<file path="config.mk">
export PLATFORM = sky130hd
export DESIGN_NAME = uart_tx
export DESIGN_NICKNAME = d
export VERILOG_FILES = /design/src/rtl/uart_pkg.sv /design/src/rtl/uart_baud_gen.sv /design/src/rtl/uart_tx.sv
export SDC_FILE = /design/constraint.sdc
export NUM_CORES = 1
export LEC_CHECK = 0
export ABC_AREA = 0
export CAP_MARGIN = 20
export CORE_ASPECT_RATIO = 0.8
export CORE_MARGIN = 2
export CORE_UTILIZATION = 43
export DETAILED_ROUTE_END_ITERATION = 10
export PLACE_DENSITY = 0.69
export SLEW_MARGIN = 10
export SYNTH_ARGS = -nofsm -noshare
export SYNTH_HDL_FRONTEND = slang
export SYNTH_HIERARCHICAL = 1
export SYNTH_SLANG_ARGS = --single-unit
</file>
<file path="constraint.sdc">
create_clock -name clk -period 2.4 [get_ports clk]
set_clock_uncertainty 0.1 [all_clocks]
set_input_delay 0.6 -clock clk [delete_from_list [all_inputs] [get_ports clk]]
set_output_delay 0.6 -clock clk [all_outputs]
set_load 0.05 [all_outputs]
</file>
<file path="src/rtl/uart_pkg.sv">
// Shared definitions for the UART transmitter and receiver: FSM state
// encodings, parity codes, frame width and parity helpers.
package uart_pkg;

    localparam int unsigned DATA_BITS = 8;

    typedef enum logic [2:0] {
        S_IDLE  = 3'd0,
        S_START = 3'd1,
        S_DATA  = 3'd2,
        S_PAR   = 3'd3,
        S_STOP  = 3'd4
    } state_t;

    localparam logic [1:0] PAR_NONE = 2'd0;
    localparam logic [1:0] PAR_EVEN = 2'd1;
    localparam logic [1:0] PAR_ODD  = 2'd2;

    // True when the parity code asks for a parity bit (code 3 means none).
    function automatic logic par_enabled(input logic [1:0] code);
        return (code == PAR_EVEN) || (code == PAR_ODD);
    endfunction

    // Parity bit for a data byte under the given parity code.
    function automatic logic par_bit_of(input logic [DATA_BITS-1:0] data,
                                        input logic [1:0]           code);
        logic result;
        case (code)
            PAR_EVEN: result = ^data;
            PAR_ODD:  result = ~^data;
            default:  result = 1'b0;
        endcase
        return result;
    endfunction

endpackage

</file>
<file path="src/rtl/uart_baud_gen.sv">
// Sample-tick generator: a down-counter that pulses tick whenever it sits
// at zero and reloads from baud_div. load_i restarts the period so a frame
// begins on an exact tick boundary.
module uart_baud_gen (
    input  logic        clk,
    input  logic        rst,
    input  logic        load_i,
    input  logic [15:0] baud_div,
    output logic        tick
);

    logic [15:0] div;

    // Count down to zero, reloading on zero or on an explicit restart.
    always_ff @(posedge clk) begin
        if (rst) begin
            div <= 16'd0;
        end else if (load_i || (div == 16'd0)) begin
            div <= baud_div;
        end else begin
            div <= div - 16'd1;
        end
    end

    assign tick = (div == 16'd0);

endmodule

</file>
<file path="src/rtl/uart_tx.sv">
// 16x-oversampled UART transmitter: 8 data bits LSB first, optional
// even/odd parity, one or two stop bits, and an idle-state line break.
module uart_tx
    import uart_pkg::*;
#(
    parameter logic [7:0] OVERSAMPLE = 8'd16
) (
    input  logic        clk,
    input  logic        rst,
    input  logic [15:0] baud_div,
    input  logic [1:0]  parity,
    input  logic        stop2,
    input  logic [7:0]  data_i,
    input  logic        valid_i,
    output logic        ready_o,
    input  logic        break_i,
    output logic        tx_o,
    output logic        busy_o,
    output logic        done_o
);

    localparam logic [7:0] OS_MAX  = OVERSAMPLE - 8'd1;
    localparam logic [2:0] BIT_MAX = 3'(DATA_BITS - 1);

    state_t               state;
    logic [DATA_BITS-1:0] sh;
    logic                 par_bit;
    logic [1:0]           par_cfg;
    logic                 stop2_cfg;
    logic [7:0]           os;
    logic [2:0]           bitn;
    logic                 tick;
    logic                 accept;
    logic                 advance;

    // ready_o follows the state register and break_i directly so that a
    // break request blocks acceptance in the very cycle it is raised.
    assign ready_o = (state == S_IDLE) && !break_i;
    assign accept  = valid_i && ready_o;
    assign advance = tick && (os == 8'd0);

    uart_baud_gen u_baud (
        .clk      (clk),
        .rst      (rst),
        .load_i   (accept),
        .baud_div (baud_div),
        .tick     (tick)
    );

    // Frame sequencer: latches a byte on acceptance and walks start, data,
    // parity and stop bits, changing tx_o only on bit-advance edges.
    always_ff @(posedge clk) begin
        if (rst) begin
            state     <= S_IDLE;
            tx_o      <= 1'b1;
            busy_o    <= 1'b0;
            done_o    <= 1'b0;
            sh        <= '0;
            par_bit   <= 1'b0;
            par_cfg   <= PAR_NONE;
            stop2_cfg <= 1'b0;
            os        <= 8'd0;
            bitn      <= 3'd0;
        end else begin
            done_o <= 1'b0;

            if (state != S_IDLE && tick) begin
                os <= (os == 8'd0) ? OS_MAX : os - 8'd1;
            end

            case (state)
                S_IDLE: begin
                    tx_o <= ~break_i;
                    if (accept) begin
                        sh        <= data_i;
                        par_cfg   <= parity;
                        stop2_cfg <= stop2;
                        par_bit   <= par_bit_of(data_i, parity);
                        os        <= OS_MAX;
                        bitn      <= 3'd0;
                        state     <= S_START;
                        tx_o      <= 1'b0;
                        busy_o    <= 1'b1;
                    end
                end
                S_START: begin
                    if (advance) begin
                        state <= S_DATA;
                        bitn  <= 3'd0;
                        tx_o  <= sh[0];
                    end
                end
                S_DATA: begin
                    if (advance) begin
                        if (bitn == BIT_MAX) begin
                            bitn <= 3'd0;
                            if (par_enabled(par_cfg)) begin
                                state <= S_PAR;
                                tx_o  <= par_bit;
                            end else begin
                                state <= S_STOP;
                                tx_o  <= 1'b1;
                            end
                        end else begin
                            bitn <= bitn + 3'd1;
                            sh   <= sh >> 1;
                            tx_o <= sh[1];
                        end
                    end
                end
                S_PAR: begin
                    if (advance) begin
                        state <= S_STOP;
                        bitn  <= 3'd0;
                        tx_o  <= 1'b1;
                    end
                end
                S_STOP: begin
                    if (advance) begin
                        if (stop2_cfg && (bitn == 3'd0)) begin
                            bitn <= 3'd1;
                        end else begin
                            state  <= S_IDLE;
                            bitn   <= 3'd0;
                            done_o <= 1'b1;
                            busy_o <= 1'b0;
                            tx_o   <= 1'b1;
                        end
                    end
                end
                default: begin
                    state  <= S_IDLE;
                    tx_o   <= 1'b1;
                    busy_o <= 1'b0;
                end
            endcase
        end
    end

endmodule

</file>
==> flow_summary.yaml, run 1 <==
logic_synthesis:
  synth_nets: 325
  async_reset_ff_share_pct: 0
  netlist_instances: 289
  yosysWarnings: 6
  syn_avg_cell_area_um2: 8.47
  ys_types: 50
  yosys_most_used_dff: "dfxtp_1"
  yosysSeqAreaShare_pct: 36.8
  synth-seq-cells: 45
  synth_edf_count: 0
  syn_area_um2: 2450
floorplanning:
  io_pins: 35
  die_y_um: 71.5
  dieArea_um2: 6320
  die-width_um: 88.4
  row_count: 24
  start_util_pct: 44.8
  coreArea_um2: 5470
job:
  maxCapViolCount: 0
routing:
  vias: 2152
  vias_per_cell: 5.22
  wl_um: 5290
  dr.first_iter.drc_count: 120
  drc: 0
  drt_pass1_iterations: 4
  wl_per_cell_um: 12.8
  drt.antenna.violating_nets: 0
power_and_ir_drop:
  pwr_density_cell_nw_per_um2: 727
  p_total_mw: 2.30
  ir_drop_mv: 0.350
  p_leak_nw: 1.16
cells_and_area:
  drive_gt1_share_pct: 12.6
  layout_commonest_cell: "dfxtp_1"
  multi_input_area_um2: 1460
  syn2layout_area_growth_pct: 29.3
  final_cells: 412
  nets: 369
  seq_area_um2: 901
  n_antenna_cell: 0
  fin_area_um2: 3170
  fill_cells: 519
  final_cell_mix: "dfxtp_1 (45), nor2_1 (42), clkdlybuf4s50_1 (33)"
worst_setup_path:
  worstPathMaxFanout: 13
  cp.required_ns: 1.70
  r2r_slack_ns: 0.14
  critical_path.startpoint: "state[0]"
  rr_endpoint: "bitn[0]"
  endpoint: "ready_o"
  ff2ff_path_depth: 8
  cp-start-kind: "flip-flop"
  path_class: "flip-flop to output port"
  cp-end-kind: "output port"
  rr_startpoint: "u_baud/div[7]"
  arrival_ns: 1.58
cts:
  clkLatencyLatePin_ns: 0.30
  cts_buffers: 5
  clock-root-buffer: "clkbuf_8"
  holdBufCountCts: 0
  cts_buffer_depth: 2
  clk_pin_slew_ns: 0.09
  cts_sinks: 45
  cts_tree: "yes"
  htree_num_levels: 2
placement:
  placed_area_um2: 3010
  dp_slack_ns: 0.0101
  io_buffers: 34
  dp_cells: 403
  dp_hpwl_um: 3920
  gp_congestion: 0.846
hold_path:
  min_path_type: "flip-flop to flip-flop"
outcome:
  status: "finished clean"
timing:
  min_period_over_period_pct: 94.9
  drv_slew: 0
  hold_slack_ns: 0.357
  tightestPinTransition_ns: 0.496
  finalSetupViolCount: 0
  worst_slack_ns: 0.121
  period_needed_ns: 2.28
  hold_viol: 0
  max_slew_margin_pct: 66.8
  timing.fmax_ghz: 0.439
global_route:
  grt_antenna_before_repair: 0
  grt_pass1_wl_um: 9250
  grt_usage_pct: 18.3
  grt_pass1_vias: 1932
  overflow: 0
  grt_start_max_net_pins: 30
## layer usage
metal	GRT usage (%)	routed length, µm	part of all wire (%)	vias up
met5	0	0	0	-
met4	3.54	46	0.87	0
met3	4.84	191	3.6	4
met2	26.6	2290	43	44
met1	27.3	2760	52	976
li1	-	-	-	1128
## cell families after synthesis
family | after synthesis | share of synthesized area, %
AO/OA/AOI/OAI | 65 | 18.9
XOR/XNOR | 21 | 7.51
adder cells (fa/ha/maj) | 5 | 2.55
buffers and inverters | 29 | 5.01
flip-flops | 45 | 36.8
multiplexers | 14 | 5.77
AND/OR/NAND/NOR | 110 | 23.5
## area by class of cell
type                            instances  share of cell area, %
Clock buffer                            5                   2.17
Clock inverter                          3                   2.17
Inverter                               15                   1.78
Multi-Input combinational cell        215                   46.1
Sequential cell                        45                   28.4
Tap cell                               78                   3.08
Timing Repair Buffer                   51                   16.3
## sequential cells by signal, indices dropped and copies added, names as in the netlist
name,cells
done_o,1
bitn,3
os,8
par_cfg,2
stop2_cfg,1
sh,8
state,3
tx_o,1
busy_o,1
par_bit,1
u_baud/div,16
## synth_stat cells (2+ instances only)
cell	instances	area [µm²]
a311oi_1	5	43.8
o21ai_0	10	50.1
o21bai_1	2	15.0
a41oi_1	2	17.5
or3_1	2	12.5
nand4_1	2	12.5
nand2b_1	3	18.8
xnor2_1	17	149
clkbuf_1	8	30.0
a211oi_2	3	37.5
nand3_1	7	35.0
a31oi_1	2	12.5
nor2_1	42	158
a21oi_1	14	70.1
a211oi_1	15	113
mux2i_1	13	130
nor4_1	6	37.5
o31ai_1	4	30.0
ha_1	5	62.6
dfxtp_1	45	901
nand2_1	18	67.6
nor2b_1	7	43.8
or2_2	2	12.5
or4_1	2	15.0
xor2_1	4	35.0
inv_1	14	52.6
buf_2	4	20.0
nor3_1	9	45.0
## worst max-delay path: stages, from the launching register on
cell and delay [ns]:
dfxtp_1 0.44, or3_1 0.46, nor2_1 0.21, buf_12 0.17
## what timing repair did
item,in CTS,in global routing
setup buffers,0,1
resized for setup,0,4
endpoints found under the setup margin,0,17
## through the flow
step	setup TNS [ns]	utilization (%)
detailed placement	0	55.0
global placement	0	55.0
floorplan	-0.0819	-
CTS	0	57.5
global route	-0.0912	57.9
finish	0	57.9
## where the power goes
part | total (mW) | switching [mW] | internal (mW)
Sequential | 0.935 | 0.101 | 0.834
Combinational | 0.674 | 0.336 | 0.338
Clock | 0.692 | 0.272 | 0.419
Total | 2.30 | 0.710 | 1.59
## worst min-delay path by stage
stage	to	startpoint	slack (ns)	cells past startpoint
4_1_cts	stop2_cfg	stop2_cfg	0.36	2
5_1_grt	stop2_cfg	stop2_cfg	0.38	2
2_1_floorplan	stop2_cfg	stop2_cfg	0.33	2
6_report	stop2_cfg	stop2_cfg	0.36	2
3_3_place_gp	stop2_cfg	stop2_cfg	0.35	2
3_5_place_dp	stop2_cfg	stop2_cfg	0.35	2
Note: power is estimated with default switching activity, not from simulation.
==> inputs of run 2 (changes only) <==
--- a/config.mk
+++ b/config.mk
@@ -12,6 +12,7 @@
 export CORE_UTILIZATION = 43
 export DETAILED_ROUTE_END_ITERATION = 10
 export PLACE_DENSITY = 0.69
+export RECOVER_POWER = 50
 export SLEW_MARGIN = 10
 export SYNTH_ARGS = -nofsm -noshare
 export SYNTH_HDL_FRONTEND = slang
==> run 2 against run 1 <==
  * Clock-buffer cell count did not move
  * Total power barely moved
  * Sequential cell count did not move
  * Non-clock buffer count did not move
  * Critical path depth did not move
  * Hold slack barely moved
==> flow_summary.yaml, run 2 (synthesis gave the netlist of run 1 again) <==
worst_setup_path:
  crit_path_cell_trace: "or3_1 -> nor2_1 -> buf_12"
  worstPathMaxFanout: 13
  cp_slowest_cell: "or3_1"
  slowest_delay_ns: 0.46
  rr_endpoint: "bitn[0]"
  r2r_slack_ns: 0.15
  path_class: "flip-flop to output port"
  cp.required_ns: 1.70
  arrival_ns: 1.58
  cp-start-kind: "flip-flop"
  ff2ff_path_depth: 8
  rr_startpoint: "u_baud/div[7]"
  cp-end-kind: "output port"
hold_path:
  min_path_type: "flip-flop to flip-flop"
  min_path_cells: 2
  worstHoldStart: "stop2_cfg"
  worstHoldEndpoint: "stop2_cfg"
cells_and_area:
  largest_register_ffs: 16
  syn2layout_area_growth_pct: 29.2
  nets: 369
  top_register: "u_baud/div"
  n_antenna_cell: 0
  final_cell_mix: "dfxtp_1 (45), nor2_1 (42), clkdlybuf4s50_1 (32)"
  layout_commonest_cell: "dfxtp_1"
  fill_cells: 521
  drive_gt1_share_pct: 12.3
  seq_area_um2: 901
  top_regs: "u_baud/div (16), os (8), sh (8)"
  multi_input_area_um2: 1460
  final_cells: 412
  fin_util_pct: 57.9
global_route:
  overflow: 0
  grt_usage_pct: 18.3
  grt_antenna_before_repair: 0
  grt_start_max_net_pins: 30
  grt_pass1_vias: 1932
  grt_pass1_wl_um: 9250
floorplanning:
  dieArea_um2: 6320
  coreArea_um2: 5470
  row_count: 24
  die-width_um: 88.4
  io_pins: 35
  start_util_pct: 44.8
  die_y_um: 71.5
placement:
  dp_slack_ns: 0.0101
  gp_congestion: 0.846
  dp_hpwl_um: 3920
  io_buffers: 34
  dp_cells: 403
timing:
  period_needed_ns: 2.28
  hold_slack_ns: 0.357
  drv_slew: 0
  tightestPinTransition_ns: 0.496
  hold_viol: 0
  max_slew_margin_pct: 66.8
  worst_slack_ns: 0.122
  finalSetupViolCount: 0
  min_period_over_period_pct: 94.9
  timing.fmax_ghz: 0.439
outcome:
  status: "finished clean"
routing:
  wl_um: 5280
  wl_per_cell_um: 12.8
  vias_per_cell: 5.24
  drt_pass1_iterations: 4
  drc: 0
  vias: 2159
  dr.first_iter.drc_count: 126
  drt.antenna.violating_nets: 0
cts:
  clock-root-buffer: "clkbuf_8"
  cts_buffers: 5
  htree_num_levels: 2
  clkLatencyLatePin_ns: 0.30
  cts_sinks: 45
  cts_buffer_depth: 2
  cts_tree: "yes"
  holdBufCountCts: 0
  clk_pin_slew_ns: 0.09
power_and_ir_drop:
  ir_drop_mv: 0.350
  pwr_density_cell_nw_per_um2: 727
  p_leak_nw: 1.16
job:
  maxCapViolCount: 0
[run 2: cell count changes in the layout (fill, tap and decap cells not counted)]
cell / previous run / this run
dlygate4sd3_1: 0 / 1
clkbuf_1: 0 / 1
buf_4: 14 / 13
clkdlybuf4s50_1: 33 / 32
[run 2: worst max-delay path: cells and delay by family, from the launching register on]
kind                   cells  cell delay [ns]
flip-flops                 1             0.44
AND/OR/NAND/NOR            2             0.67
buffers and inverters      1             0.17
[run 2: per-layer routing]
metal | up-vias | wire (µm) | GRT usage [%]
li1 | 1129 | - | -
met1 | 981 | 2750 | 27.3
met2 | 45 | 2290 | 26.6
met3 | 4 | 199 | 4.84
met4 | 0 | 46 | 3.54
met5 | - | 0 | 0
[run 2: area by class of cell]
type / count / share of cell area, %
Clock buffer: 5 / 2.18
Clock inverter: 3 / 2.18
Inverter: 15 / 1.78
Multi-Input combinational cell: 215 / 46.1
Sequential cell: 45 / 28.5
Tap cell: 78 / 3.09
Timing Repair Buffer: 51 / 16.2
[run 2: power breakdown]
part | switching (mW) | internal (mW)
clock | 0.273 | 0.419
sequential | 0.101 | 0.834
combinational | 0.336 | 0.337
[run 2: how the worst max path moves through the flow]
stage,startpoint,to,slack [ns],depth (start not counted)
floorplan,valid_i,u_baud/div[0],-0.04,8
global placement,valid_i,u_baud/div[13],0.12,8
detailed placement,break_i,u_baud/div[4],0.01,8
CTS,u_baud/div[0],os[6],0.04,8
global route,u_baud/div[0],sh[1],-0.04,10
finish,state[0],ready_o,0.12,3
[run 2: per-stage QoR]
step / cell area (µm²) / TNS (ns) / power [mW]
6_report: 3160 / 0 / 2.30
5_1_grt: 3160 / -0.0912 / 2.44
4_1_cts: 3140 / 0 / 2.30
3_5_place_dp: 3010 / 0 / 1.61
3_3_place_gp: 3010 / 0 / 1.59
2_1_floorplan: 2460 / -0.0819 / 1.37
[run 2: what timing repair did]
action / 4_1_cts / 5_1_grt
gates resized for setup: 0 / 4
setup endpoints to repair: 0 / 17
buffers inserted: 0 / 1
